### src/rtl/serial_digit_comp_pkg.sv
// Shared types for the digit-serial comparator: FSM states, the running verdict
// encoding, and the mapping from a verdict to the G/E/L output flags.
package serial_digit_comp_pkg;

    typedef enum logic [1:0] {
        IDLE = 2'd0,
        RUN  = 2'd1,
        DONE = 2'd2
    } state_t;

    typedef enum logic [1:0] {
        EQ = 2'b00,
        GT = 2'b01,
        LT = 2'b10
    } verdict_t;

    // Returns {G, E, L}; the unused 2'b11 encoding is treated as equal.
    function automatic logic [2:0] verdict_to_gel(input verdict_t v);
        case (v)
            GT:      return 3'b100;
            LT:      return 3'b001;
            default: return 3'b010;
        endcase
    endfunction

endpackage

### src/rtl/serial_digit_comp_digit_cmp2.sv
// Combinational magnitude comparator for one 2-bit digit pair.
module digit_cmp2 (
    input  logic [1:0] a_dig,
    input  logic [1:0] b_dig,
    output logic       gt,
    output logic       eq,
    output logic       lt
);

    assign gt = (a_dig > b_dig);
    assign eq = (a_dig == b_dig);
    assign lt = (a_dig < b_dig);

endmodule

### src/rtl/serial_digit_comp.sv
// MSB-first digit-serial comparator: folds per-digit results into a running
// verdict and reports one-hot G/E/L with a done pulse after the last digit.
module serial_digit_comp
    import serial_digit_comp_pkg::*;
#(
    parameter int DIGITS = 4,
    parameter int CW     = $clog2(DIGITS)
) (
    input  logic       clk,
    input  logic       rst,
    input  logic       start,
    input  logic       in_valid,
    output logic       in_ready,
    input  logic [1:0] a_dig,
    input  logic [1:0] b_dig,
    output logic       busy,
    output logic       done,
    output logic       G,
    output logic       E,
    output logic       L
);

    localparam logic [CW-1:0] LAST = CW'(DIGITS - 1);

    state_t          state_q, state_d;
    logic [CW-1:0]   count_q, count_d;
    verdict_t        verdict_q, verdict_d;
    logic [2:0]      gel_q, gel_d;
    logic            done_q, done_d;

    logic            gt_w, eq_w, lt_w;
    verdict_t        dig_v;
    logic            accept, last_acc, start_run;

    digit_cmp2 u_cmp (
        .a_dig (a_dig),
        .b_dig (b_dig),
        .gt    (gt_w),
        .eq    (eq_w),
        .lt    (lt_w)
    );

    always_comb begin
        case ({gt_w, eq_w, lt_w})
            3'b100:  dig_v = GT;
            3'b001:  dig_v = LT;
            default: dig_v = EQ;
        endcase
    end

    assign accept    = in_valid & in_ready;
    assign last_acc  = accept && (count_q == LAST);
    assign start_run = start && (state_q != RUN);

    // FSM state register
    always_ff @(posedge clk or posedge rst) begin
        if (rst) begin
            state_q <= IDLE;
        end else begin
            state_q <= state_d;
        end
    end

    // FSM next-state logic; start in RUN is deliberately ignored
    always_comb begin
        state_d = state_q;
        case (state_q)
            IDLE:    if (start)    state_d = RUN;
            RUN:     if (last_acc) state_d = DONE;
            DONE:    if (start)    state_d = RUN;
            default: state_d = IDLE;
        endcase
    end

    // FSM outputs: the handshake depends on state alone
    always_comb begin
        in_ready = (state_q == RUN);
        busy     = (state_q == RUN);
        done     = done_q;
        {G, E, L} = gel_q;
    end

    // Counter, verdict and result flags. Only the first unequal digit may
    // change the verdict, but every digit is still consumed.
    always_comb begin
        count_d   = count_q;
        verdict_d = verdict_q;
        gel_d     = gel_q;
        done_d    = 1'b0;
        if (start_run) begin
            count_d   = '0;
            verdict_d = EQ;
            gel_d     = 3'b000;
        end else if (accept) begin
            count_d = count_q + CW'(1);
            if (verdict_q == EQ) begin
                verdict_d = dig_v;
            end
            if (last_acc) begin
                gel_d  = verdict_to_gel(verdict_d);
                done_d = 1'b1;
            end
        end
    end

    always_ff @(posedge clk or posedge rst) begin
        if (rst) begin
            count_q   <= '0;
            verdict_q <= EQ;
            gel_q     <= 3'b000;
            done_q    <= 1'b0;
        end else begin
            count_q   <= count_d;
            verdict_q <= verdict_d;
            gel_q     <= gel_d;
            done_q    <= done_d;
        end
    end

endmodule

### config.mk
export PLATFORM = sky130hd
export DESIGN_NAME = serial_digit_comp
export DESIGN_NICKNAME = d
export VERILOG_FILES = /design/src/rtl/serial_digit_comp_pkg.sv /design/src/rtl/serial_digit_comp_digit_cmp2.sv /design/src/rtl/serial_digit_comp.sv
export SDC_FILE = /design/constraint.sdc
export NUM_CORES = 1
export LEC_CHECK = 0
export CORE_MARGIN = 2
export CORE_UTILIZATION = 40
export DETAILED_ROUTE_END_ITERATION = 10
export PLACE_DENSITY = 0.7
export SETUP_SLACK_MARGIN = 0.3
export SLEW_MARGIN = 15
export SYNTH_ARGS = -nofsm -noshare
export SYNTH_HDL_FRONTEND = slang
export SYNTH_SLANG_ARGS = --single-unit
### constraint.sdc
create_clock -name clk -period 1.4 [get_ports clk]
set_clock_uncertainty 0.05 [all_clocks]
set_input_delay 0.35 -clock clk [delete_from_list [all_inputs] [get_ports clk]]
set_output_delay 0.35 -clock clk [all_outputs]
set_load 0.01 [all_outputs]
# --- Word level (Yosys, flattened, before mapping) ---
# Cells that the tools add are included.
word_totals:
  input_bits: 8
  regBits: 10
  word_cells: 47
op_classes:
  magnitude_cmp: 2
  n_reduce_logical: 9
  eq_ne: 11
  n_bitwise: 1
  add_sub_neg: 1
  n_mux: 18
ops:
  columns: ["cell", "n"]
  rows:
  - ["2-bit two-way mux", 9]
  - ["3-bit two-way mux", 3]
  - ["2-bit one-hot mux with 2 select lines", 2]
  - ["2-bit == test, second input constant", 3]
  - ["2-bit by 1-bit inequality test with 1-bit output, second input constant", 3]
  - ["3-bit one-hot mux with 2 select lines", 1]
  - ["2-bit by 1-bit == test with 1-bit output, second input constant", 2]
  - ["2-bit logical NOT", 2]
  - ["2-bit AND reduction", 2]
  - ["2-bit nonzero test", 2]
  - ["3-bit by 1-bit == test with 1-bit output, second input constant", 1]
  - ["3-bit == test, second input constant", 1]
  - ["1-bit two-way mux", 3]
  - ["2-bit by 1-bit adder with 2-bit output, second input constant", 1]
  - ["2-bit == test", 1]
  - ["2-bit > comparator", 1]
  - ["1-bit logical AND", 2]
  - ["2-bit < comparator", 1]
  - ["2-bit OR reduction", 1]
  - ["1-bit AND", 1]

# --- Depth between registers and ports, before layout ---
depth:
  depth_word: 11
  depth_mapped: 8
  depth_no_buf: 8

# --- Modules after synthesis ---
# Synthesis repeated with hierarchy kept, for this count alone.
unflattened:
  hier_cells: 53
  hier_area_um2: 558.0
by_module_without_submodules:
  columns: ["module", "cells_per_inst", "seq_area_each_um2", "n_inst", "area_per_inst_um2"]
  rows:
  - ["serial_digit_comp", 44, 250.2, 1, 495.5]
  - ["digit_cmp2", 9, 0.0, 1, 62.6]

# --- Worst setup path before layout ---
# OpenSTA, ideal clock, no wires.
synth_timing:
  path_type: "input to register"
  from: "in a_dig[0]"
  to: "reg gel_q[1]"
  stages: 7
  required_ns: 1.229
  n_path_buf: 0
  t_arrival_ns: 1.660
  setup_slack_ns: -0.431
  setup_time_ns: 0.121
  cell_sequence: "inv_1 -> ha_1 -> nand2b_1 -> a211oi_1 -> or2_2 -> ha_1 -> a22o_1"
synth_between:
  elab_chain_len: 11
synth_rtl:
  columns: ["item", "line_no", "text"]
  rows:
  - ["start: declaration", "serial_digit_comp.sv:14", "input logic [1:0] a_dig,"]
  - ["2-bit < comparator (tied with other cells)", "serial_digit_comp_digit_cmp2.sv:12", "assign lt = (a_dig < b_dig);"]
  - ["3-bit by 1-bit == test with 1-bit output / 3-bit == test (equally long branches)", "serial_digit_comp.sv:44", "case ({gt_w, eq_w, lt_w})"]
  - ["2-bit one-hot mux with 2 select lines (*)", "serial_digit_comp.sv:44", null]
  - ["2-bit two-way mux (*)", "serial_digit_comp.sv:96", "if (verdict_q == EQ) begin"]
  - ["2-bit two-way mux (*)", "serial_digit_comp.sv:94", "end else if (accept) begin"]
  - ["2-bit two-way mux (*)", "serial_digit_comp.sv:90", "if (start_run) begin"]
  - ["2-bit == test / 2-bit by 1-bit == test with 1-bit output (equally long branches)", "serial_digit_comp_pkg.sv:19", "case (v)"]
  - ["3-bit one-hot mux with 2 select lines (*)", "serial_digit_comp_pkg.sv:19", null]
  - ["3-bit two-way mux (*)", "serial_digit_comp.sv:99", "if (last_acc) begin"]
  - ["3-bit two-way mux (*)", "serial_digit_comp.sv:94", null]
  - ["3-bit two-way mux (*)", "serial_digit_comp.sv:90", null]
  - ["end signal: assignment", "serial_digit_comp.sv:115", "gel_q <= gel_d;"]
  - ["end: declaration", "serial_digit_comp.sv:28", "logic [2:0] gel_q, gel_d;"]
# Every way passes the cells marked *; elsewhere a longest branch is shown, timed or not. The select of a mux whose other input is x is not followed.
# A chain may end at the register's enable or synchronous reset.

# --- Final worst setup path ---
# Ends and elaborated chain as after synthesis.

==> impl_metrics.json <==
{
  "rr_startpoint": "state_q[1]",
  "status": "complete, but fails checks",
  "synth_top_family_by_area": "compound AO/OA/AOI/OAI gates",
  "ys_warn_count": 0,
  "fp.coreArea_mm2": 0.001269,
  "maxSlewViolCount": 0,
  "yosysTopAreaCell": "dfrtp_1",
  "cp_cell_sequence": "buf_6, inv_6, ha_4, buf_4, a21oi_2, o21ai_2, and2_4, ha_4, a22o_1",
  "grt.overflow.total": 0,
  "start_kind": "input pin",
  "slowest_stage": "ha_4",
  "path_delay_family": "adder cells",
  "final_common_cell": "buf_4",
  "synth-simple-area-share": 0.1215,
  "initial_core_util": 0.4221,
  "finalCritPeriodShare": 1.082,
  "numCtsBuffers": 3,
  "syn_nets": 64,
  "die_w_um": 40.59,
  "routabilityCongestion": 0.7419,
  "critical_path_depth": 9,
  "critPathCapture": "gel_q[1]",
  "critPathMaxStageDelay_ns": 0.22,
  "antenna_found_initial": 0,
  "port_buffers": 13,
  "yosys.area_share.adder": 0.1168,
  "fmax_ghz": 0.6603,
  "rsz0062_at_grt": "yes",
  "crit_path_end_kind": "register",
  "grt_max_degree": 11,
  "maxCapViolCount": 0,
  "design_area_um2": 918.4,
  "worst_slack_ns": -0.1144,
  "p_leak_nw": 0.4660,
  "hold_class": "in -> async",
  "clockRootBuffer": "clkbuf_4",
  "die_area_mm2": 0.001648,
  "slew_headroom": 0.7437,
  "vias": 475,
  "worst-path-buf-inv": 3,
  "clkSinkCount": 10,
  "grt_pass1_wl_um": 2042,
  "drive_above_1_share": 0.6790,
  "viasPerCell": 4.948,
  "violations": "setup timing",
  "synth_seq_cells": 10,
  "syn_area_per_cell_um2": 10.50,
  "syn_area_um2": 535.5,
  "wl_per_cell_um": 12.73,
  "setup_tns_ns": -0.2446,
  "placed_area_um2": 812.0,
  "power_density_mw_per_mm2": 1793,
  "clock_path_buffers": 2,
  "synth.top_cell.area_share": 0.4673,
  "drt_pass1_iterations": 3,
  "drtIter0Drc": 7,
  "synth_xor_area_frac": 0,
  "num_antenna_cells": 0,
  "reg2reg_depth": 5,
  "post-route-min-period_ns": 1.514,
  "layout_common_cells": "buf_4 (12), dfrtp_1 (10), buf_6 (7), buf_2 (7)",
  "reg2reg_setup_slack_ns": 0,
  "synth-compound-area-share": 0.1846,
  "ys_top_cells_by_area": "dfrtp_1 (47%), ha_1 (12%), a22o_1 (4.9%), inv_1 (4.2%), a21oi_1 (3.7%)",
  "peakVddDrop_uv": 1207,
  "crit_type": "in -> reg",
  "setup_viol": 3,
  "grt_pass1_vias": 509,
  "worstReg2RegEnd": "gel_q[0]",
  "yosysUniqueCellTypes": 22,
  "cp_max_fo": 2,
  "cp-startpoint": "a_dig[0]",
  "grt_use_total": 0.1859,
  "final_core_util": 0.7239,
  "cp.arrival_ns": 1.60,
  "cts_tree": "built",
  "path_common_cell": "ha_4",
  "finalNetCount": 96,
  "crit_required_ns": 1.49,
  "hpwl_um": 852.6,
  "area_growth_pct": 71.50,
  "path_clk_slew_ns": 0.07,
  "clock_latency_ns": 0.25,
  "drc": 0,
  "die_h_um": 40.59,
  "ant_nets": 0,
  "yosys-mux-area-fraction": 0.03972,
  "ys_seq_area_frac": 0.4673,
  "tightest_slew_ns": 0.3840,
  "pin_count": 14,
  "num_rows": 13,
  "netlist_instances": 51,
  "h-tree-depth": 1,
  "hold_viol": 0,
  "wl_um": 1222
}
repair_timing:
item,in CTS,in global routing
endpoints found under the hold margin,0,0
setup buffers,5,2
hold buffers,0,0
pin swaps,9,3
gates resized for setup,57,7
setup endpoints to repair,16,16
routing by layer:
layer / GRT usage / vias to the layer above / routed length, um
met1: 0.2172 / 227 / 501
met4: 0.05000 / 0 / 6
met3: 0.01667 / 2 / 39
met5: 0 / - / 0
li1: - / 239 / -
met2: 0.3532 / 7 / 674
synth_stat cells:
cell type and n:
a2bb2oi_1 1, o22ai_1 1, nand2b_1 2, a21oi_1 4, and3b_1 1, and4b_1 1, inv_1 6, nand2_1 2
a211oi_1 1, mux2i_1 1, a21o_1 1, and2_1 1, a22o_1 3, mux2_2 1, a22oi_1 1, nor2_1 2
nor2b_1 1, or2_2 1, o21ai_0 3, ha_1 5, buf_4 2, dfrtp_1 10
power by group:
group / switching [mW] / total, mW / internal, mW
Clock: 0.0903 / 0.189 / 0.0988
Combinational: 0.404 / 0.986 / 0.582
Sequential: 0.0813 / 0.472 / 0.391
state kept, by name, summed over array words and instances, names as in the netlist:
| signal | cells |
|---|---|
| count_q | 2 |
| done | 1 |
| gel_q | 3 |
| state_q | 2 |
| verdict_q | 2 |
worst reg2reg max path: stages, from the launching register on:
cell and delay, ns:
dfrtp_1 0.40, buf_6 0.12, buf_6 0.11, and4b_2 0.33
a21oi_1 0.08, a22o_1 0.20
through the flow:
step | hold WS, ns | setup WS (ns) | cells | power (mW)
after global placement | 0.4418 | -0.8253 | 86 | 1.252
after global routing | 0.3784 | -0.1581 | 96 | 1.775
after CTS | 0.3197 | -0.1004 | 94 | 1.590
final | 0.3149 | -0.1144 | 96 | 1.647
after floorplan | 0.1402 | -0.2484 | 51 | 0.9535
after detailed placement | 0.4375 | -0.8311 | 86 | 1.275
layout make-up:
type	instances	area [um^2]
flip-flops and latches	10	250.2
multi-input cells	33	360.3
clock buffers	3	22.52
inverters	6	30.03
well taps	15	18.77
repair buffers	29	236.5
fillers	104	350.3
how the worst min path moves through the flow:
stage               startpoint    endpoint  slack, ns  depth (start not counted)
global route               rst  state_q[0]       0.38                          2
detailed placement    gel_q[1]    gel_q[1]       0.44                          1
CTS                        rst  count_q[1]       0.32                          2
floorplan                  rst  count_q[0]       0.14                          1
global placement      gel_q[0]    gel_q[0]       0.44                          1
finish                     rst  count_q[1]       0.31                          2
kinds of logic (layout without fill, tap and decap cells):
kind of cell             count (synthesis)  after routing
multiplexers                             2              2
AO/OA/AOI/OAI                           15             15
AND/OR/NAND/NOR                         11             11
adder cells (fa/ha/maj)                  5              5
flip-flops                              10             10
buffers and inverters                    8             38
Note: power is estimated with default switching activity, not from simulation.
